File: src/rtl/seq_pkg.sv
// Shared state type and instruction-format helpers for the program sequencer.
package seq_pkg;

  localparam int OPCODE_WIDTH  = 3;
  localparam int OPERAND_WIDTH = 13;
  localparam int INSTR_WIDTH   = OPCODE_WIDTH + OPERAND_WIDTH;

  typedef enum logic [1:0] {
    IDLE = 2'd0,
    RUN  = 2'd1,
    WAIT = 2'd2
  } seq_state_t;

  function automatic logic [OPCODE_WIDTH-1:0] instr_opcode(input logic [INSTR_WIDTH-1:0] instr);
    return instr[INSTR_WIDTH-1 -: OPCODE_WIDTH];
  endfunction

  function automatic logic [OPERAND_WIDTH-1:0] instr_operand(input logic [INSTR_WIDTH-1:0] instr);
    return instr[OPERAND_WIDTH-1:0];
  endfunction

endpackage

File: src/rtl/program_sequencer_if.sv
// Instruction-memory read port and decoder-facing instruction bus of the sequencer.
interface program_sequencer_if #(
  parameter int ADDR_WIDTH = 8
) ();

  logic                             imem_rd_en;
  logic [ADDR_WIDTH-1:0]            imem_addr;
  logic [seq_pkg::INSTR_WIDTH-1:0]  imem_data;
  logic [seq_pkg::OPCODE_WIDTH-1:0] opcode;
  logic [seq_pkg::OPERAND_WIDTH-1:0] operand;
  logic                             instr_valid;
  logic                             PC_wait;

  modport master (
    output imem_rd_en, imem_addr, opcode, operand, instr_valid,
    input  imem_data, PC_wait
  );

  modport slave (
    input  imem_rd_en, imem_addr, opcode, operand, instr_valid,
    output imem_data, PC_wait
  );

endinterface

File: src/rtl/seq_wait_timer.sv
// Counts consecutive WAIT cycles; expired marks the WAIT_TIMEOUT-th cycle in WAIT.
module seq_wait_timer #(
  parameter int WAIT_TIMEOUT = 1024
) (
  input  logic clk,
  input  logic rst,
  input  logic active,
  output logic expired
);

  localparam int CW = $clog2(WAIT_TIMEOUT + 1);

  logic [CW-1:0] count_reg;

  // Any cycle outside WAIT clears the count, so every WAIT entry starts from zero.
  always_ff @(posedge clk) begin
    if (rst || !active) begin
      count_reg <= '0;
    end else if (!expired) begin
      count_reg <= count_reg + 1'b1;
    end
  end

  assign expired = active && (count_reg == CW'(WAIT_TIMEOUT - 1));

endmodule

File: src/rtl/program_sequencer.sv
// Fetch stage feeding the instruction decoder: PC, sync-read imem fetch, WAIT stall.
// Optional WAIT timeout exit is enabled by defining SEQ_WAIT_TIMEOUT_EN.
module program_sequencer
  import seq_pkg::*;
#(
  parameter int ADDR_WIDTH = 8,
  parameter int PROG_LEN   = 256
`ifdef SEQ_WAIT_TIMEOUT_EN
  , parameter int WAIT_TIMEOUT = 1024
`endif
) (
  input  logic                  clk,
  input  logic                  rst,
  input  logic                  en,
  input  logic                  ext_trig,
  program_sequencer_if.master   bus,
  output logic [ADDR_WIDTH-1:0] pc,
  output logic                  running,
  output logic                  loop_done
`ifdef SEQ_WAIT_TIMEOUT_EN
  , output logic                wait_timeout
`endif
);

  localparam logic [ADDR_WIDTH-1:0] LAST_ADDR = ADDR_WIDTH'(PROG_LEN - 1);

  seq_state_t            state_reg, state_next;
  logic [ADDR_WIDTH-1:0] pc_reg, pc_next;
  logic [ADDR_WIDTH-1:0] exec_addr_reg, exec_addr_next;
  logic                  instr_valid_reg, instr_valid_next;
  logic                  rd_en;
  logic                  timeout_hit;

  function automatic logic [ADDR_WIDTH-1:0] wrap_inc(input logic [ADDR_WIDTH-1:0] a);
    return (a == LAST_ADDR) ? '0 : a + 1'b1;
  endfunction

`ifdef SEQ_WAIT_TIMEOUT_EN
  seq_wait_timer #(
    .WAIT_TIMEOUT(WAIT_TIMEOUT)
  ) u_wait_timer (
    .clk     (clk),
    .rst     (rst),
    .active  (state_reg == WAIT),
    .expired (timeout_hit)
  );

  // Trigger and disable both take precedence, so the pulse only marks a genuine timeout exit.
  assign wait_timeout = (state_reg == WAIT) && en && !ext_trig && timeout_hit;
`else
  assign timeout_hit = 1'b0;
`endif

  always_ff @(posedge clk) begin
    if (rst) begin
      state_reg       <= IDLE;
      pc_reg          <= '0;
      exec_addr_reg   <= '0;
      instr_valid_reg <= 1'b0;
    end else begin
      state_reg       <= state_next;
      pc_reg          <= pc_next;
      exec_addr_reg   <= exec_addr_next;
      instr_valid_reg <= instr_valid_next;
    end
  end

  always_comb begin
    state_next       = state_reg;
    pc_next          = pc_reg;
    exec_addr_next   = exec_addr_reg;
    instr_valid_next = 1'b0;
    rd_en            = 1'b0;
    case (state_reg)
      IDLE: begin
        if (en) state_next = RUN;
      end
      RUN: begin
        rd_en = 1'b1;
        if (!en) begin
          // Resume at the first instruction the decoder has not yet seen.
          state_next = IDLE;
          pc_next    = instr_valid_reg ? wrap_inc(exec_addr_reg) : pc_reg;
        end else if (instr_valid_reg && bus.PC_wait) begin
          // The fetch issued this cycle is dropped; it is refetched on resume.
          state_next = WAIT;
          pc_next    = wrap_inc(exec_addr_reg);
        end else begin
          pc_next          = wrap_inc(pc_reg);
          exec_addr_next   = pc_reg;
          instr_valid_next = 1'b1;
        end
      end
      WAIT: begin
        if (!en) begin
          state_next = IDLE;
        end else if (ext_trig || timeout_hit) begin
          state_next = RUN;
        end
      end
      default: state_next = IDLE;
    endcase
  end

  assign bus.imem_rd_en  = rd_en;
  assign bus.imem_addr   = pc_reg;
  assign bus.instr_valid = instr_valid_reg;
  assign bus.opcode      = instr_valid_reg ? instr_opcode(bus.imem_data) : '0;
  assign bus.operand     = instr_valid_reg ? instr_operand(bus.imem_data) : '0;

  assign pc        = pc_reg;
  assign running   = (state_reg != IDLE);
  assign loop_done = instr_valid_reg && (exec_addr_reg == LAST_ADDR);

endmodule

File: src/flat_wrapper.sv
// flat-port wrapper written by rule: the top's interface ports become plain ports
module program_sequencer_flat import seq_pkg::*;
#(
  parameter int ADDR_WIDTH = 8,
  parameter int PROG_LEN   = 256

)
  (clk, rst, en, ext_trig, pc, running, loop_done, bus_imem_rd_en, bus_imem_addr, bus_opcode, bus_operand, bus_instr_valid, bus_imem_data, bus_PC_wait);
  program_sequencer_if #(.ADDR_WIDTH(ADDR_WIDTH)) bus_i ();
  input  logic clk;
  input  logic rst;
  input  logic en;
  input  logic ext_trig;
  output logic [ADDR_WIDTH-1:0] pc;
  output logic running;
  output logic loop_done;
  output wire logic [$bits(bus_i.imem_rd_en)-1:0] bus_imem_rd_en;
  output wire logic [$bits(bus_i.imem_addr)-1:0] bus_imem_addr;
  output wire logic [$bits(bus_i.opcode)-1:0] bus_opcode;
  output wire logic [$bits(bus_i.operand)-1:0] bus_operand;
  output wire logic [$bits(bus_i.instr_valid)-1:0] bus_instr_valid;
  input wire logic [$bits(bus_i.imem_data)-1:0] bus_imem_data;
  input wire logic [$bits(bus_i.PC_wait)-1:0] bus_PC_wait;
  assign bus_imem_rd_en = bus_i.imem_rd_en;
  assign bus_imem_addr = bus_i.imem_addr;
  assign bus_opcode = bus_i.opcode;
  assign bus_operand = bus_i.operand;
  assign bus_instr_valid = bus_i.instr_valid;
  assign bus_i.imem_data = bus_imem_data;
  assign bus_i.PC_wait = bus_PC_wait;
  program_sequencer #(.ADDR_WIDTH(ADDR_WIDTH), .PROG_LEN(PROG_LEN)) u_core (.clk(clk), .rst(rst), .en(en), .ext_trig(ext_trig), .bus(bus_i), .pc(pc), .running(running), .loop_done(loop_done));
endmodule
File: config.mk
export PLATFORM = sky130hd
export DESIGN_NAME = program_sequencer_flat
export DESIGN_NICKNAME = d
export VERILOG_FILES = /design/src/rtl/seq_pkg.sv /design/src/rtl/program_sequencer_if.sv /design/src/rtl/seq_wait_timer.sv /design/src/rtl/program_sequencer.sv /design/src/flat_wrapper.sv
export SDC_FILE = /design/constraint.sdc
export NUM_CORES = 1
export LEC_CHECK = 0
export ABC_AREA = 1
export CAP_MARGIN = 10
export CORE_ASPECT_RATIO = 2
export CORE_MARGIN = 5
export CORE_UTILIZATION = 47
export CTS_BUF_LIST = sky130_fd_sc_hd__clkbuf_4
export DETAILED_ROUTE_END_ITERATION = 6
export PLACE_DENSITY = 0.95
export SLEW_MARGIN = 20
export SYNTH_ARGS = -nofsm -noshare
export SYNTH_HDL_FRONTEND = slang
export SYNTH_SLANG_ARGS = --single-unit
File: constraint.sdc
create_clock -name clk -period 2.3 [get_ports clk]
set_input_delay 0.46 -clock clk [delete_from_list [all_inputs] [get_ports clk]]
set_output_delay 0.46 -clock clk [all_outputs]
set_load 0.01 [all_outputs]
==> metrics list, run 1 <==
- Diode count: 0
* Setup repair after global routing missed its margin: no
- The critical path contains buffers and inverters numbering 3 combined.
* Static leakage: 0.934 nW
- Required time of the critical path: 1.84 ns
* Relative slew slack: 0.768
* Worst Setup End Kind: output port
- Filler instances: around 220
* Post-Syn Area: 1360 µm²
* Type of the setup path with the least slack: reg -> out
* Number of synthesized register bits: 19
- The first global-routing pass estimated around 5500 µm of wire.
- Total wire length: between 3000 and 4000 µm
- The share of total power dissipated in the clock network is 0.242.
- CP max stage delay: ~0.52 ns
- After detailed routing, the average wire length per cell comes to between 10 and 15 µm.
* GRT Overall Usage: 0.178
- Mean Syn Cell Area: between 6 and 7 µm²
- Path category of the worst min-delay check: reg -> reg
- Worst endpoint data arrival time: 1.58 ns
- Crit path max-delay family: buffers and inverters
- For this design the ratio of total power to cell area is around 400 nW/µm².
- Summed over all failing endpoints, the final setup total negative slack is 0 ns.
* Slowest stage cell on the critical path: sky130_fd_sc_hd__clkdlybuf4s50_1
- The worst setup path is launched from a flop.
- Internal power: around 0.00054 W
- Buffers inserted during clock tree synthesis total 3.
* Post-detailed-route via-to-cell ratio: roughly 5.2
- Post-DRT Antenna Nets: 0
- Post-place setup slack: around 0.28 ns
* Minimum setup slack among reg-to-reg paths: 0.77 ns
- Master cell of the clock root buffer: sky130_fd_sc_hd__clkbuf_4
* Power share of the combinational group: 0.271
- In the final layout, the share of cells above drive strength 1 is 0.115.
- I/O pin count: 57
- Number of cells traversed by the worst register-to-register path: 10
- The startpoint identified for the worst register-to-register timing path is u_core.bus.imem_addr[1]$_SDFFE_PP0P_.
* Detailed Routing Iterations Pass 1: 6
* Post-synth top area share: 0.279
- Setup slack on the critical path of the routed design comes to between 0.2 and 0.3 ns.
* Synth Instances: between 200 and 250
* Max VDD drop: 383 µV
- When the netlist entered floorplanning its net count stood at 237.
- Number of antenna violations at the first check in global routing: 0
- The critical path crosses 4 cells after its start point.
- Post-CTS clock slew at the launch and capture registers of the worst setup and hold paths: roughly 0.11 ns
- The floorplan step defined a die boundary enclosing about 4100 µm².
- Along the worst hold path, the cell count comes to 2.
- The synthesized netlist contains 28 unique library cells.
* Fraction of the yosys area taken by sequential cells: 0.279
- Clock skew on the completed layout was measured at 0.00234 ns.
- After detailed routing, the number of remaining DRC violations is 0.
- The later pin in the worst-skew pair is clocked with a latency of about 0.3 ns.
- Outcome: finished, final reports clean
- At the end of routability-driven placement, the weighted congestion stood at about 0.9.
* Beginning of the worst hold path: u_core.exec_addr_reg[6]$_SDFFE_PP0P_
- Proportion of total power due to net switching: 0.299
- Entering global routing, the biggest net connects 19 pins.
- CTS built an H-tree with a depth of 1.
- Clock tree from TritonCTS: built
- Total congestion overflow: 0
- Total of warnings raised by yosys: 0
* HPWL Detailed: approximately 2800 µm
- Number of buffers added on ports: 56
* Max Transition Viols Final: 0
* Number of setup violations in the final report: 0
- The tool flagged a number of max-cap violations equal to 0.
- For this run, the post-layout net count is about 290.
- The detailed router placed 1,504 vias in this run.
- Height of the chip: ~86 µm
- Critical-path cell list: buf_4, nand2_1, inv_1, clkdlybuf4s50_1
- The initial utilization of the core area, before any placement, comes to 0.492.
- CTS sink cnt: 19
* Post-CTS repair timing setup buffer count: 0
* R2R Path End: u_core.bus.imem_addr[2]$_SDFFE_PP0P_
- Area added between synthesis and finish: 39.9%
- The final hold violation count is 0.
- Top achievable clock speed: between 400 and 500 MHz
- Of the total power, registers draw 0.486.
- The die is about 48 µm wide.
* Cell taking the most area after synthesis: sky130_fd_sc_hd__dfxtp_1
* Total net switching power: ~0.00023 W
- The total area inside the core boundary comes to 2770 µm².
* Iter 0 DRT Violations: 46
- Of all nets on the critical path, the largest fanout is 18.
* Part of the cycle the worst path needs: 0.889
* Final core area utilization: 0.688
- In this run the deepest clock path goes through 2 buffers.
- The worst hold path terminates at u_core.exec_addr_reg[6]$_SDFFE_PP0P_.
- The routed design could run at a clock period as short as 2.04 ns.
* Number of core rows: 27
* Vias in the first global route: roughly 1,300
- Main area contributors after synthesis: sky130_fd_sc_hd__dfxtp_1 (28%), sky130_fd_sc_hd__nand2_1 (14%), sky130_fd_sc_hd__inv_1 (11%)
- Transition at the pin with the smallest max-transition slack: 0.348 ns
-- logic make-up after synthesis --
family | Yosys count | share of synthesized area
and+or+nand+nor | 98 | 0.334
buffers and inverters | 57 | 0.199
AOI/OAI and AO/OA | 35 | 0.150
DFF | 19 | 0.279
xor gates and xnor gates | 3 | 0.0193
adders and majority gates | 2 | 0.0184
-- what timing repair did --
| action | CTS | global route |
|---|---|---|
| hold buffers | 0 | 0 |
| resized for setup | 3 | 3 |
| endpoints found under the setup margin | 1 | 1 |
| endpoints found under the hold margin | 0 | 0 |
-- synthesized netlist by cell type --
master,instances
sky130_fd_sc_hd__nand2_1,52
sky130_fd_sc_hd__inv_1,39
sky130_fd_sc_hd__dfxtp_1,19
sky130_fd_sc_hd__nand3_1,17
sky130_fd_sc_hd__nor2_1,15
sky130_fd_sc_hd__a21oi_1,14
sky130_fd_sc_hd__buf_4,8
sky130_fd_sc_hd__o21ai_1,7
sky130_fd_sc_hd__o21ai_0,6
sky130_fd_sc_hd__buf_6,3
sky130_fd_sc_hd__inv_2,3
sky130_fd_sc_hd__nand2_2,3
sky130_fd_sc_hd__nor2_2,3
sky130_fd_sc_hd__o21ai_2,3
sky130_fd_sc_hd__xor2_1,3
sky130_fd_sc_hd__a21oi_2,2
sky130_fd_sc_hd__a31oi_1,2
sky130_fd_sc_hd__buf_2,2
sky130_fd_sc_hd__ha_1,2
sky130_fd_sc_hd__nand2_4,2
sky130_fd_sc_hd__nor3_1,2
sky130_fd_sc_hd__a211oi_2,1
sky130_fd_sc_hd__clkbuf_1,1
sky130_fd_sc_hd__inv_4,1
sky130_fd_sc_hd__nand3b_1,1
sky130_fd_sc_hd__nor2_4,1
sky130_fd_sc_hd__nor2_8,1
sky130_fd_sc_hd__nor3_2,1
-- worst max path at each step --
stage	slack (ns)	endpoint	start
3_3_place_gp	0.30	bus_operand[12]	bus_imem_data[12]
3_5_place_dp	0.28	bus_opcode[2]	bus_imem_data[15]
5_1_grt	0.14	bus_operand[5]	u_core.bus.instr_valid$_SDFF_PP0_
2_1_floorplan	0.83	loop_done	u_core.exec_addr_reg[1]$_SDFFE_PP0P_
6_report	0.26	bus_opcode[2]	u_core.bus.instr_valid$_SDFF_PP0_
4_1_cts	0.004	loop_done	u_core.exec_addr_reg[0]$_SDFFE_PP0P_
-- metrics by stage --
stage	std cells	area [µm²]	hold slack, ns	total power [W]
after floorplan	214	1360	0.465	0.000494
after global routing	290	1910	0.570	0.000804
after CTS	290	1900	0.531	0.000759
after detailed placement	286	1860	0.499	0.000583
after global placement	286	1860	0.479	0.000580
final	290	1910	0.533	0.000765
-- final cells by class --
cell class / count / area (µm²) / share of cell area
multi-input combinational: 138 / 723 / 0.379
clock buffer: 4 / 30.0 / 0.0157
tap: 29 / 36.3 / 0.0190
sequential: 19 / 383 / 0.201
inverter: 43 / 164 / 0.0860
timing repair buffer: 57 / 571 / 0.299
-- layout by cell type, fill, tap and decap left out --
cell	n
sky130_fd_sc_hd__dlymetal6s2s_1	1
sky130_fd_sc_hd__nor2_8	1
sky130_fd_sc_hd__o21ai_1	7
sky130_fd_sc_hd__nor2_2	2
sky130_fd_sc_hd__nand3_1	17
sky130_fd_sc_hd__a211oi_2	1
sky130_fd_sc_hd__a21oi_2	2
sky130_fd_sc_hd__inv_2	3
sky130_fd_sc_hd__nor3_1	1
sky130_fd_sc_hd__nand2_2	4
sky130_fd_sc_hd__dfxtp_2	2
sky130_fd_sc_hd__dfxtp_1	17
sky130_fd_sc_hd__clkdlybuf4s50_1	55
sky130_fd_sc_hd__nand2_4	2
sky130_fd_sc_hd__o21ai_2	3
sky130_fd_sc_hd__nor2_1	15
sky130_fd_sc_hd__inv_4	1
sky130_fd_sc_hd__xor2_1	3
sky130_fd_sc_hd__clkbuf_4	4
sky130_fd_sc_hd__nand2_1	51
sky130_fd_sc_hd__nand3b_1	1
sky130_fd_sc_hd__a31oi_1	2
sky130_fd_sc_hd__nor3_2	2
sky130_fd_sc_hd__nor2_4	2
sky130_fd_sc_hd__o21ai_0	6
sky130_fd_sc_hd__a21oi_1	14
sky130_fd_sc_hd__buf_4	1
sky130_fd_sc_hd__ha_1	2
sky130_fd_sc_hd__inv_1	39
-- power groups by stage --
stage                     clock network, W  logic (W)  registers, W
after floorplan                          0   0.000116      0.000378
after global placement                   0   0.000202      0.000377
after detailed placement                 0   0.000206      0.000378
after CTS                         0.000181   0.000207      0.000371
after global routing              0.000202   0.000226      0.000376
final                             0.000185   0.000208      0.000372
-- layer usage --
layer  track usage  part of all wire  vias to the layer above
li1              -                 -                      750
met1         0.185              0.32                      634
met2         0.302              0.51                      105
met3        0.0420              0.13                       15
met4         0.100             0.037                        0
met5             0                 0                        -
-- worst min-delay path, delay by kind of cell, from the launching register on --
family                 cells  cell delay [ns]
flip-flops                 1             0.32
AO/OA/AOI/OAI              1             0.07
buffers and inverters      1             0.10
Power figures use the tool's default switching activity.
==> run 2, diff against run 1 <==
--- a/config.mk
+++ b/config.mk
@@ -6,7 +6,7 @@
 export NUM_CORES = 1
 export LEC_CHECK = 0
 export ABC_AREA = 1
-export CAP_MARGIN = 10
+export CAP_MARGIN = 20
 export CORE_ASPECT_RATIO = 2
 export CORE_MARGIN = 5
 export CORE_UTILIZATION = 47
==> results of run 2 <==
Final layout, timing and power as in run 1 (identical DEF).
